### config.mk
export PLATFORM = sky130hd
export DESIGN_NAME = program_loader_flat
export DESIGN_NICKNAME = d
export VERILOG_FILES = /design/src/rtl/program_loader_pkg.sv /design/src/rtl/program_loader_if.sv /design/src/rtl/program_loader_byte_packer.sv /design/src/rtl/program_loader.sv /design/src/flat_wrapper.sv
export SDC_FILE = /design/constraint.sdc
export NUM_CORES = 1
export LEC_CHECK = 0
export CORE_MARGIN = 2
export CORE_UTILIZATION = 46
export CTS_CLUSTER_SIZE = 28
export DETAILED_ROUTE_END_ITERATION = 7
export GPL_ROUTABILITY_DRIVEN = 0
export GPL_TIMING_DRIVEN = 0
export PLACE_DENSITY = 0.75
export SLEW_MARGIN = 20
export SYNTH_ARGS = -nofsm -noshare
export SYNTH_HDL_FRONTEND = slang
export SYNTH_HIERARCHICAL = 1
export SYNTH_SLANG_ARGS = --single-unit
### constraint.sdc
create_clock -name clk -period 1.9 [get_ports clk]
set_input_delay 0.19 -clock clk [delete_from_list [all_inputs] [get_ports clk]]
set_output_delay 0.19 -clock clk [all_outputs]
set_load 0.01 [all_outputs]
### src/rtl/program_loader_pkg.sv
// Shared types and constants for the boot-time program loader.
// The loader FSM encoding lives here so the top and the bench agree on it.
package loader_pkg;

    localparam int unsigned BYTE_W      = 8;
    localparam logic [6:0]  HALT_OPCODE = 7'b1111111;

    typedef enum logic [2:0] {
        StIdle,
        StLoad,
        StCheck,
        StHold,
        StRun,
        StError
    } state_e;

    function automatic logic is_halt(input logic [31:0] word);
        return word[6:0] == HALT_OPCODE;
    endfunction

endpackage

### src/rtl/program_loader_if.sv
// Byte-stream handshake and instruction-memory write port of the program loader.
// The master is the byte source / memory side; the slave is the loader itself.
interface program_loader_if
    import loader_pkg::*;
#(
    parameter int unsigned ADDR_W = 8
) ();

    logic              byte_valid;
    logic [BYTE_W-1:0] byte_data;
    logic              byte_ready;
    logic              imem_we;
    logic [ADDR_W-1:0] imem_addr;
    logic [31:0]       imem_wdata;

    modport master (
        output byte_valid, byte_data,
        input  byte_ready, imem_we, imem_addr, imem_wdata
    );

    modport slave (
        input  byte_valid, byte_data,
        output byte_ready, imem_we, imem_addr, imem_wdata
    );

endinterface

### src/rtl/program_loader_byte_packer.sv
// Packs little-endian bytes into 32-bit words; word_valid_o is combinational and fires
// in the same cycle the lane-3 byte is accepted, so the parent can register the write.
module byte_packer
    import loader_pkg::*;
(
    input  logic              clk,
    input  logic              rst,
    input  logic              clear_i,
    input  logic              byte_valid_i,
    input  logic [BYTE_W-1:0] byte_data_i,
    output logic              word_valid_o,
    output logic [31:0]       word_o
);

    logic [1:0]  lane_q, lane_d;
    logic [23:0] shift_q, shift_d;

    always_comb begin
        lane_d       = lane_q;
        shift_d      = shift_q;
        word_valid_o = byte_valid_i && !clear_i && (lane_q == 2'd3);
        word_o       = {byte_data_i, shift_q};
        if (clear_i) begin
            lane_d  = 2'd0;
            shift_d = 24'd0;
        end else if (byte_valid_i) begin
            lane_d = lane_q + 2'd1;
            case (lane_q)
                2'd0:    shift_d[7:0]   = byte_data_i;
                2'd1:    shift_d[15:8]  = byte_data_i;
                2'd2:    shift_d[23:16] = byte_data_i;
                default: shift_d        = 24'd0; // lane 3 leaves through word_o
            endcase
        end
    end

    always_ff @(posedge clk) begin
        if (rst) begin
            lane_q  <= 2'd0;
            shift_q <= 24'd0;
        end else begin
            lane_q  <= lane_d;
            shift_q <= shift_d;
        end
    end

endmodule

### src/rtl/program_loader.sv
// Boot loader: streams bytes into instruction memory while holding the core in reset,
// then releases it after the halt word. Optional checksum byte: LOADER_CHECKSUM_EN.
module program_loader
    import loader_pkg::*;
#(
    parameter int unsigned IMEM_DEPTH = 256,
    parameter int unsigned ADDR_W     = $clog2(IMEM_DEPTH),
    parameter int unsigned RST_CYCLES = 2
) (
    input  logic              clk,
    input  logic              rst,
    input  logic              start_i,
    program_loader_if.slave   bus,
    output logic              cpu_rst_o,
    output logic              cpu_enable_o,
    output logic [ADDR_W:0]   words_loaded_o,
    output logic              done_o,
    output logic              error_o
);

    localparam int unsigned   HoldW    = $clog2(RST_CYCLES + 1);
    localparam logic [ADDR_W:0] LastAddr = (ADDR_W + 1)'(IMEM_DEPTH - 1);

    state_e            state_q, state_d;
    logic              we_q, we_d;
    logic [ADDR_W-1:0] addr_q, addr_d;
    logic [31:0]       wdata_q, wdata_d;
    logic [ADDR_W:0]   wl_q, wl_d;
    logic [HoldW-1:0]  hold_q, hold_d;

    logic        byte_ready;
    logic        accept;
    logic        load_start;
    logic        pack_valid;
    logic        word_valid;
    logic [31:0] word;

    assign byte_ready = (state_q == StLoad) || (state_q == StCheck);
    assign accept     = bus.byte_valid && byte_ready;
    assign pack_valid = accept && (state_q == StLoad);
    assign load_start = start_i &&
                        ((state_q == StIdle) || (state_q == StRun) || (state_q == StError));

    byte_packer u_packer (
        .clk          (clk),
        .rst          (rst),
        .clear_i      (load_start),
        .byte_valid_i (pack_valid),
        .byte_data_i  (bus.byte_data),
        .word_valid_o (word_valid),
        .word_o       (word)
    );

`ifdef LOADER_CHECKSUM_EN
    logic [BYTE_W-1:0] sum_q, sum_d;

    always_comb begin
        sum_d = sum_q;
        if (load_start) begin
            sum_d = '0;
        end else if (pack_valid) begin
            sum_d = sum_q + bus.byte_data;
        end
    end

    always_ff @(posedge clk) begin
        if (rst) begin
            sum_q <= '0;
        end else begin
            sum_q <= sum_d;
        end
    end
`endif

    always_comb begin
        state_d = state_q;
        we_d    = 1'b0;
        addr_d  = addr_q;
        wdata_d = wdata_q;
        wl_d    = wl_q;
        hold_d  = hold_q;
        case (state_q)
            StIdle, StRun, StError: begin
                if (start_i) begin
                    state_d = StLoad;
                    wl_d    = '0;
                    addr_d  = '0;
                    hold_d  = '0;
                end
            end
            StLoad: begin
                if (word_valid) begin
                    we_d    = 1'b1;
                    addr_d  = wl_q[ADDR_W-1:0];
                    wdata_d = word;
                    wl_d    = wl_q + 1'b1;
                    hold_d  = '0;
                    if (is_halt(word)) begin
`ifdef LOADER_CHECKSUM_EN
                        state_d = StCheck;
`else
                        state_d = StHold;
`endif
                    end else if (wl_q == LastAddr) begin
                        state_d = StError;
                    end
                end
            end
`ifdef LOADER_CHECKSUM_EN
            StCheck: begin
                if (accept) begin
                    state_d = (BYTE_W'(sum_q + bus.byte_data) == '0) ? StHold : StError;
                end
            end
`endif
            StHold: begin
                // Counts RST_CYCLES+1 cycles so the halt write lands before release.
                if (hold_q == HoldW'(RST_CYCLES)) begin
                    state_d = StRun;
                end else begin
                    hold_d = hold_q + 1'b1;
                end
            end
            default: state_d = StIdle;
        endcase
    end

    always_ff @(posedge clk) begin
        if (rst) begin
            state_q <= StIdle;
            we_q    <= 1'b0;
            addr_q  <= '0;
            wdata_q <= '0;
            wl_q    <= '0;
            hold_q  <= '0;
        end else begin
            state_q <= state_d;
            we_q    <= we_d;
            addr_q  <= addr_d;
            wdata_q <= wdata_d;
            wl_q    <= wl_d;
            hold_q  <= hold_d;
        end
    end

    assign bus.byte_ready  = byte_ready;
    assign bus.imem_we     = we_q;
    assign bus.imem_addr   = addr_q;
    assign bus.imem_wdata  = wdata_q;
    assign cpu_rst_o       = (state_q != StRun);
    assign cpu_enable_o    = (state_q == StRun);
    assign done_o          = (state_q == StRun);
    assign error_o         = (state_q == StError);
    assign words_loaded_o  = wl_q;

endmodule

### src/flat_wrapper.sv
// flat-port wrapper written by rule: the top's interface ports become plain ports
module program_loader_flat import loader_pkg::*;
#(
    parameter int unsigned IMEM_DEPTH = 256,
    parameter int unsigned ADDR_W     = $clog2(IMEM_DEPTH),
    parameter int unsigned RST_CYCLES = 2
)
  (clk, rst, start_i, cpu_rst_o, cpu_enable_o, words_loaded_o, done_o, error_o, bus_byte_valid, bus_byte_data, bus_byte_ready, bus_imem_we, bus_imem_addr, bus_imem_wdata);
  program_loader_if #(.ADDR_W(ADDR_W)) bus_i ();
  input  logic clk;
  input  logic rst;
  input  logic start_i;
  output logic cpu_rst_o;
  output logic cpu_enable_o;
  output logic [ADDR_W:0] words_loaded_o;
  output logic done_o;
  output logic error_o;
  input wire logic [$bits(bus_i.byte_valid)-1:0] bus_byte_valid;
  input wire logic [$bits(bus_i.byte_data)-1:0] bus_byte_data;
  output wire logic [$bits(bus_i.byte_ready)-1:0] bus_byte_ready;
  output wire logic [$bits(bus_i.imem_we)-1:0] bus_imem_we;
  output wire logic [$bits(bus_i.imem_addr)-1:0] bus_imem_addr;
  output wire logic [$bits(bus_i.imem_wdata)-1:0] bus_imem_wdata;
  assign bus_i.byte_valid = bus_byte_valid;
  assign bus_i.byte_data = bus_byte_data;
  assign bus_byte_ready = bus_i.byte_ready;
  assign bus_imem_we = bus_i.imem_we;
  assign bus_imem_addr = bus_i.imem_addr;
  assign bus_imem_wdata = bus_i.imem_wdata;
  program_loader #(.IMEM_DEPTH(IMEM_DEPTH), .ADDR_W(ADDR_W), .RST_CYCLES(RST_CYCLES)) u_core (.clk(clk), .rst(rst), .start_i(start_i), .bus(bus_i), .cpu_rst_o(cpu_rst_o), .cpu_enable_o(cpu_enable_o), .words_loaded_o(words_loaded_o), .done_o(done_o), .error_o(error_o));
endmodule
== Word-level counts from Yosys, hierarchy flattened ==
Index checks and enable logic that the tools add are counted.

* Bits in registers: 81
* Latch bits: 0
* Memory bits (writable): 0
* Bits in read-only memories: 0
* Input bits: 12
* Logic and storage cells: 80
* Memories: 0

* Add/subtract/negate cells: 3
* Multipliers: 0
* Div/mod/pow operators: 0
* Order comparisons: 0
* Eq/ne operators: 17
* Shift operators: 0
* Muxes and demuxes: 20
* Bitwise gates (word level): 4
* Reduce and logical (&&, ||, !) cells: 26

{| class="wikitable"
|+ Operators with widths
! cell !! number
|-
| $pmux W8 S2 || 4
|-
| $mux W9 || 2
|-
| $pmux W9 S2 || 1
|-
| $mux W8 || 2
|-
| $mux W3 || 5
|-
| $reduce_or A2 Y1 || 5
|-
| $add A9 B1 Y9 const B || 1
|-
| $eq A9 B8 Y1 const B || 1
|-
| $pmux W3 S3 || 1
|-
| $reduce_and A2 Y1 || 4
|-
| $reduce_and A4 Y1 || 2
|-
| $eq A7 B7 Y1 const B || 1
|-
| $eq A2 B2 Y1 const B || 3
|-
| $eq A3 B2 Y1 const B || 2
|-
| $eq A3 B3 Y1 const B || 2
|-
| $mux W2 || 3
|-
| $ne A2 B2 Y1 const B || 3
|-
| $ne A3 B3 Y1 const B || 2
|-
| $pmux W2 S3 || 1
|-
| $logic_and A1 B1 Y1 || 5
|-
| $add A2 B1 Y2 const B || 2
|-
| $not A1 Y1 || 4
|-
| $eq A3 B1 Y1 const B || 1
|-
| $logic_not A3 Y1 || 1
|-
| 10 further kinds || 12
|}

== Logic depth before layout (Yosys ltp) ==
* Word-level depth: 9
* Gate-level depth with buffers: 10
* Gate-level depth less buffers: 7

== Modules after synthesis ==
The synthesis kept the hierarchy.

{| class="wikitable"
|+ Modules (own cells, without submodules)
! module !! times used !! cells an instance !! area each (um^2) !! sequential area each (um^2)
|-
| program_loader || 1 || 254 || 2179.6 || 1101.1
|-
| byte_packer || 1 || 136 || 1156.1 || 520.5
|}

== Least setup slack after synthesis ==
No wires, ideal clock.

* Kind: flip-flop to flip-flop
* Start: register u_core.wl_q[0] (netlist: u_core/words_loaded_o[0])
* End: register u_core.state_q[0]
* Arrival: 1.818 ns
* Required time: 1.779 ns
* Slack: -0.040 ns
* Cell stages (with the launch flop): 8
* Buffers on the path: 0
* Period minus slack after synthesis: 1.940 ns
* Path through: dfxtp_1 > ha_1 > nand3_1 > nor2_1 > ha_1 > or3_1 > o221a_1 > mux2_4

* Longest elaborated chain between the ends: 3

{| class="wikitable"
|+ Ends and longest elaborated chain
! what !! line !! source
|-
| start, declared || program_loader.sv:28 || <nowiki>logic [ADDR_W:0] wl_q, wl_d;</nowiki>
|-
| start signal, assigned || program_loader.sv:141 || <nowiki>wl_q <= wl_d;</nowiki>
|-
| $eq A9 B8 Y1 || program_loader.sv:104 || <nowiki>end else if (wl_q == LastAddr) begin</nowiki>
|-
| $ne A3 B3 Y1 (no source line) || n/a ||
|-
| $reduce_and A4 Y1 (no source line) || n/a ||
|-
| end signal, assigned || program_loader.sv:130 || <nowiki>state_q <= StIdle;</nowiki>
|-
| end signal, assigned || program_loader.sv:137 || <nowiki>state_q <= state_d;</nowiki>
|-
| end, declared || program_loader.sv:24 || <nowiki>state_e state_q, state_d;</nowiki>
|}

Every way passes these cells.
A chain may end at the register's enable or synchronous reset.

== Worst setup path after layout ==
* Start: register u_core.state_q[2]
* End: register u_core.wl_q[3] (netlist: u_core/words_loaded_o[3])

* Longest elaborated chain between the ends: 9

{| class="wikitable"
|+ Ends and longest elaborated chain
! what !! line !! source
|-
| $eq A3 B3 Y1 or $logic_not A3 Y1 (tied branches) || program_loader.sv:42 || <nowiki>((state_q == StIdle) || (state_q == StRun) || (state_q == StError));</nowiki>
|-
| $logic_or A1 B1 Y1 || program_loader.sv:42 ||
|-
| $logic_or A1 B1 Y1 * || program_loader.sv:42 ||
|-
| $logic_and A1 B1 Y1 * || program_loader.sv:41 || <nowiki>assign load_start = start_i &&</nowiki>
|-
| named net u_core.load_start || program_loader.sv:33 || <nowiki>logic load_start;</nowiki>
|-
| $logic_not A1 Y1 * || program_loader_byte_packer.sv:21 || <nowiki>word_valid_o = byte_valid_i && !clear_i && (lane_q == 2'd3);</nowiki>
|-
| $logic_and A1 B1 Y1 * (2 in a row) || program_loader_byte_packer.sv:21 ||
|-
| named net u_core.word_valid || program_loader.sv:35 || <nowiki>logic word_valid;</nowiki>
|-
| $ne A2 B2 Y1 (no source line) * || n/a ||
|-
| $reduce_and A3 Y1 (no source line) * || n/a ||
|}

Mark *: on every way through the listed nets, which the timed path passes. The rest lies on a longest branch.

==> flow_summary.yaml <==
outcome:
  status: "finished clean"
sta:
  period_share_pct: 97.2
  drv_slew: 0
  setup_violations: 0
  finalHoldViolCount: 0
  maxSlewHeadroom_pct: 55.8
  tns_ps: 0
  rsz0062_at_grt: "true"
  fin_crit_ps: 1850
  fin_worst_skew_ps: 8.51
  max_freq_ghz: 0.541
  worst_pin_slew_ps: 663
placement:
  dpl.hpwl_mm: 5.61
  port_buffers: 66
worst_setup_path:
  arrival_ps: 2130
  cp-end-kind: "register"
  r2r-start: "u_core/state_q[2]"
  crit_type: "register to register"
  cp_max_fo: 6
  required_ps: 2180
  crit_start: "u_core/state_q[2]"
  cp-start-kind: "register"
final_layout:
  final_cell_mix: "nand2_1 (92), dfxtp_1 (74), clkdlybuf4s50_1 (64)"
  fin_nets: 494
  post-route-util_pct: 63.4
  final_common_cell: "nand2_1"
  area_delta_synth_final_pct: 35.7
  drive_gt1_share_pct: 16.9
  diodes: 0
logic_synthesis:
  syn_nets: 409
  ys.flop_type: "dfxtp_1"
  yosys_register_bits: 81
  ys_types: 43
  synth_area_mm2: 0.00334
  yosys_warnings: 6
  seq_area_frac_synth_pct: 48.6
  avgSynthCellArea_um2: 8.55
  async_flop_share_pct: 0
  syn_inst: 390
  synth_edf_count: 0
cts:
  h-tree-depth: 3
  cts_buffers: 9
  cts.sinks: 81
  cts_max_path_buffers: 2
  tritoncts: "yes"
  insertion_delay_ps: 360
  root_buffer: "clkbuf_8"
  clk_pin_slew_ps: 80
global_route:
  grt_pass1_vias: 2801
  antenna_found_initial: 0
  grt_max_degree: 15
  grt_pass1_wl_mm: 13.1
  overflow: 0
  grt_usage_pct: 21.6
route:
  via_per_inst: 5.14
  drc: 0
  wl_per_cell_um: 13.9
  vias: 2977
  dr.pass1.iters: 4
  drt_iter0_markers: 139
  detail-route-antenna-nets: 0
  wirelength_mm: 8.05
floorplanning:
  initial_core_util_pct: 46.7
  dieArea_mm2: 0.00795
  die_w_um: 89.2
  num_io_pins: 67
  rows: 31
  dieHeight_um: 89.2
  coreArea_mm2: 0.00714
pwr:
  vdd_drop_max_uv: 413
  power.density_mw_per_mm2: 731
  p_leak_nw: 1.57
run:
  maxCapViolCount: 0
hold_path:
  min_path_type: "register to register"
  hp-start: "u_core/bus.imem_wdata[5]"
worst max-delay path, stage by stage, from the launching register on:
cell      delay, ps
dfxtp_4         370
nand2b_4        140
buf_6           130
and2_4          150
nor2_4          190
mux2i_4         130
or4_1           540
a21boi_1        130
per-layer routing:
layer	vias up	GRT usage [%]	part of all wire (%)
met5	-	0	0
met4	0	11.8	1.4
met3	10	4.62	4.6
met2	73	36.4	51
met1	1400	25.7	43
li1	1494	-	-
final cells by class:
class	count	area, um^2
clock inverters	6	66.3
flip-flops and latches	81	1640
multi-input cells	267	1580
clock buffers	10	128
repair buffers	76	741
inverters	8	30.0
fillers	643	2610
well taps	99	124
plain buffers	32	219
through the flow:
step	worst slack (ps)	hold slack, ps	total power, mW	cells	area (um^2)
3_3_place_gp	-514	441	2.05	555	4130
6_report	52.4	456	3.31	579	4530
5_1_grt	-20.4	471	3.45	579	4530
2_1_floorplan	0.156	354	1.96	390	3340
3_5_place_dp	-595	446	2.06	555	4130
4_1_cts	6.71	456	3.32	575	4460
worst paths after layout:
check,to,slack (ps),depth (start not counted)
setup reg to reg,u_core/words_loaded_o[3],50,7
hold / removal,u_core/bus.imem_wdata[5],460,2
hold reg to reg,u_core/bus.imem_wdata[5],460,2
setup / recovery,u_core/words_loaded_o[3],50,7
report_power, final:
group / leakage [nW] / total, mW / internal (mW) / switching [mW]
combinational: 0.817 / 0.346 / 0.171 / 0.176
sequential: 0.657 / 1.73 / 1.71 / 0.0207
clock: 0.101 / 1.24 / 0.612 / 0.624
total: 1.57 / 3.31 / 2.49 / 0.820
registers in the layout, indices dropped and copies added, names as in the netlist:
signal	cells
u_core/bus.imem_we	1
u_core/u_packer/shift_q	24
u_core/state_q	3
u_core/bus.imem_wdata	32
u_core/words_loaded_o	9
u_core/hold_q	2
u_core/u_packer/lane_q	2
u_core/bus.imem_addr	8
cell families after synthesis:
family | count (synthesis) | synth area share, %
AO/OA/AOI/OAI | 80 | 14.1
XOR/XNOR | 2 | 0.525
adder cells (fa/ha/maj) | 7 | 2.63
buffers and inverters | 42 | 7.39
flip-flops | 81 | 48.6
multiplexers | 7 | 2.66
AND/OR/NAND/NOR | 171 | 24.1
synthesized netlist by cell type (3+ instances only):
library cell  instances  area share [%]
clkbuf_1             11             1.2
nor2_1               11             1.2
a21oi_1              59             8.9
mux2i_1               3            0.90
buf_2                 5            0.75
a22o_1                9             2.4
mux2_4                3             1.4
ha_1                  7             2.6
dfxtp_1              81              49
nand2b_1              6             1.1
inv_1                 7            0.79
and3_1                3            0.56
buf_6                 6             2.0
nor3_1                5            0.75
nand3_1              32             4.8
buf_4                10             2.3
nor2b_1               3            0.56
nand2_1              93              10
timing repair:
action / 4_1_cts / 5_1_grt
endpoints found under the setup margin: 55 / 48
buffers inserted: 5 / 5
resized for setup: 32 / 15
pin swaps: 1 / 12
hold buffers: 0 / 0
No activity file was read; power rests on OpenSTA's default activity.
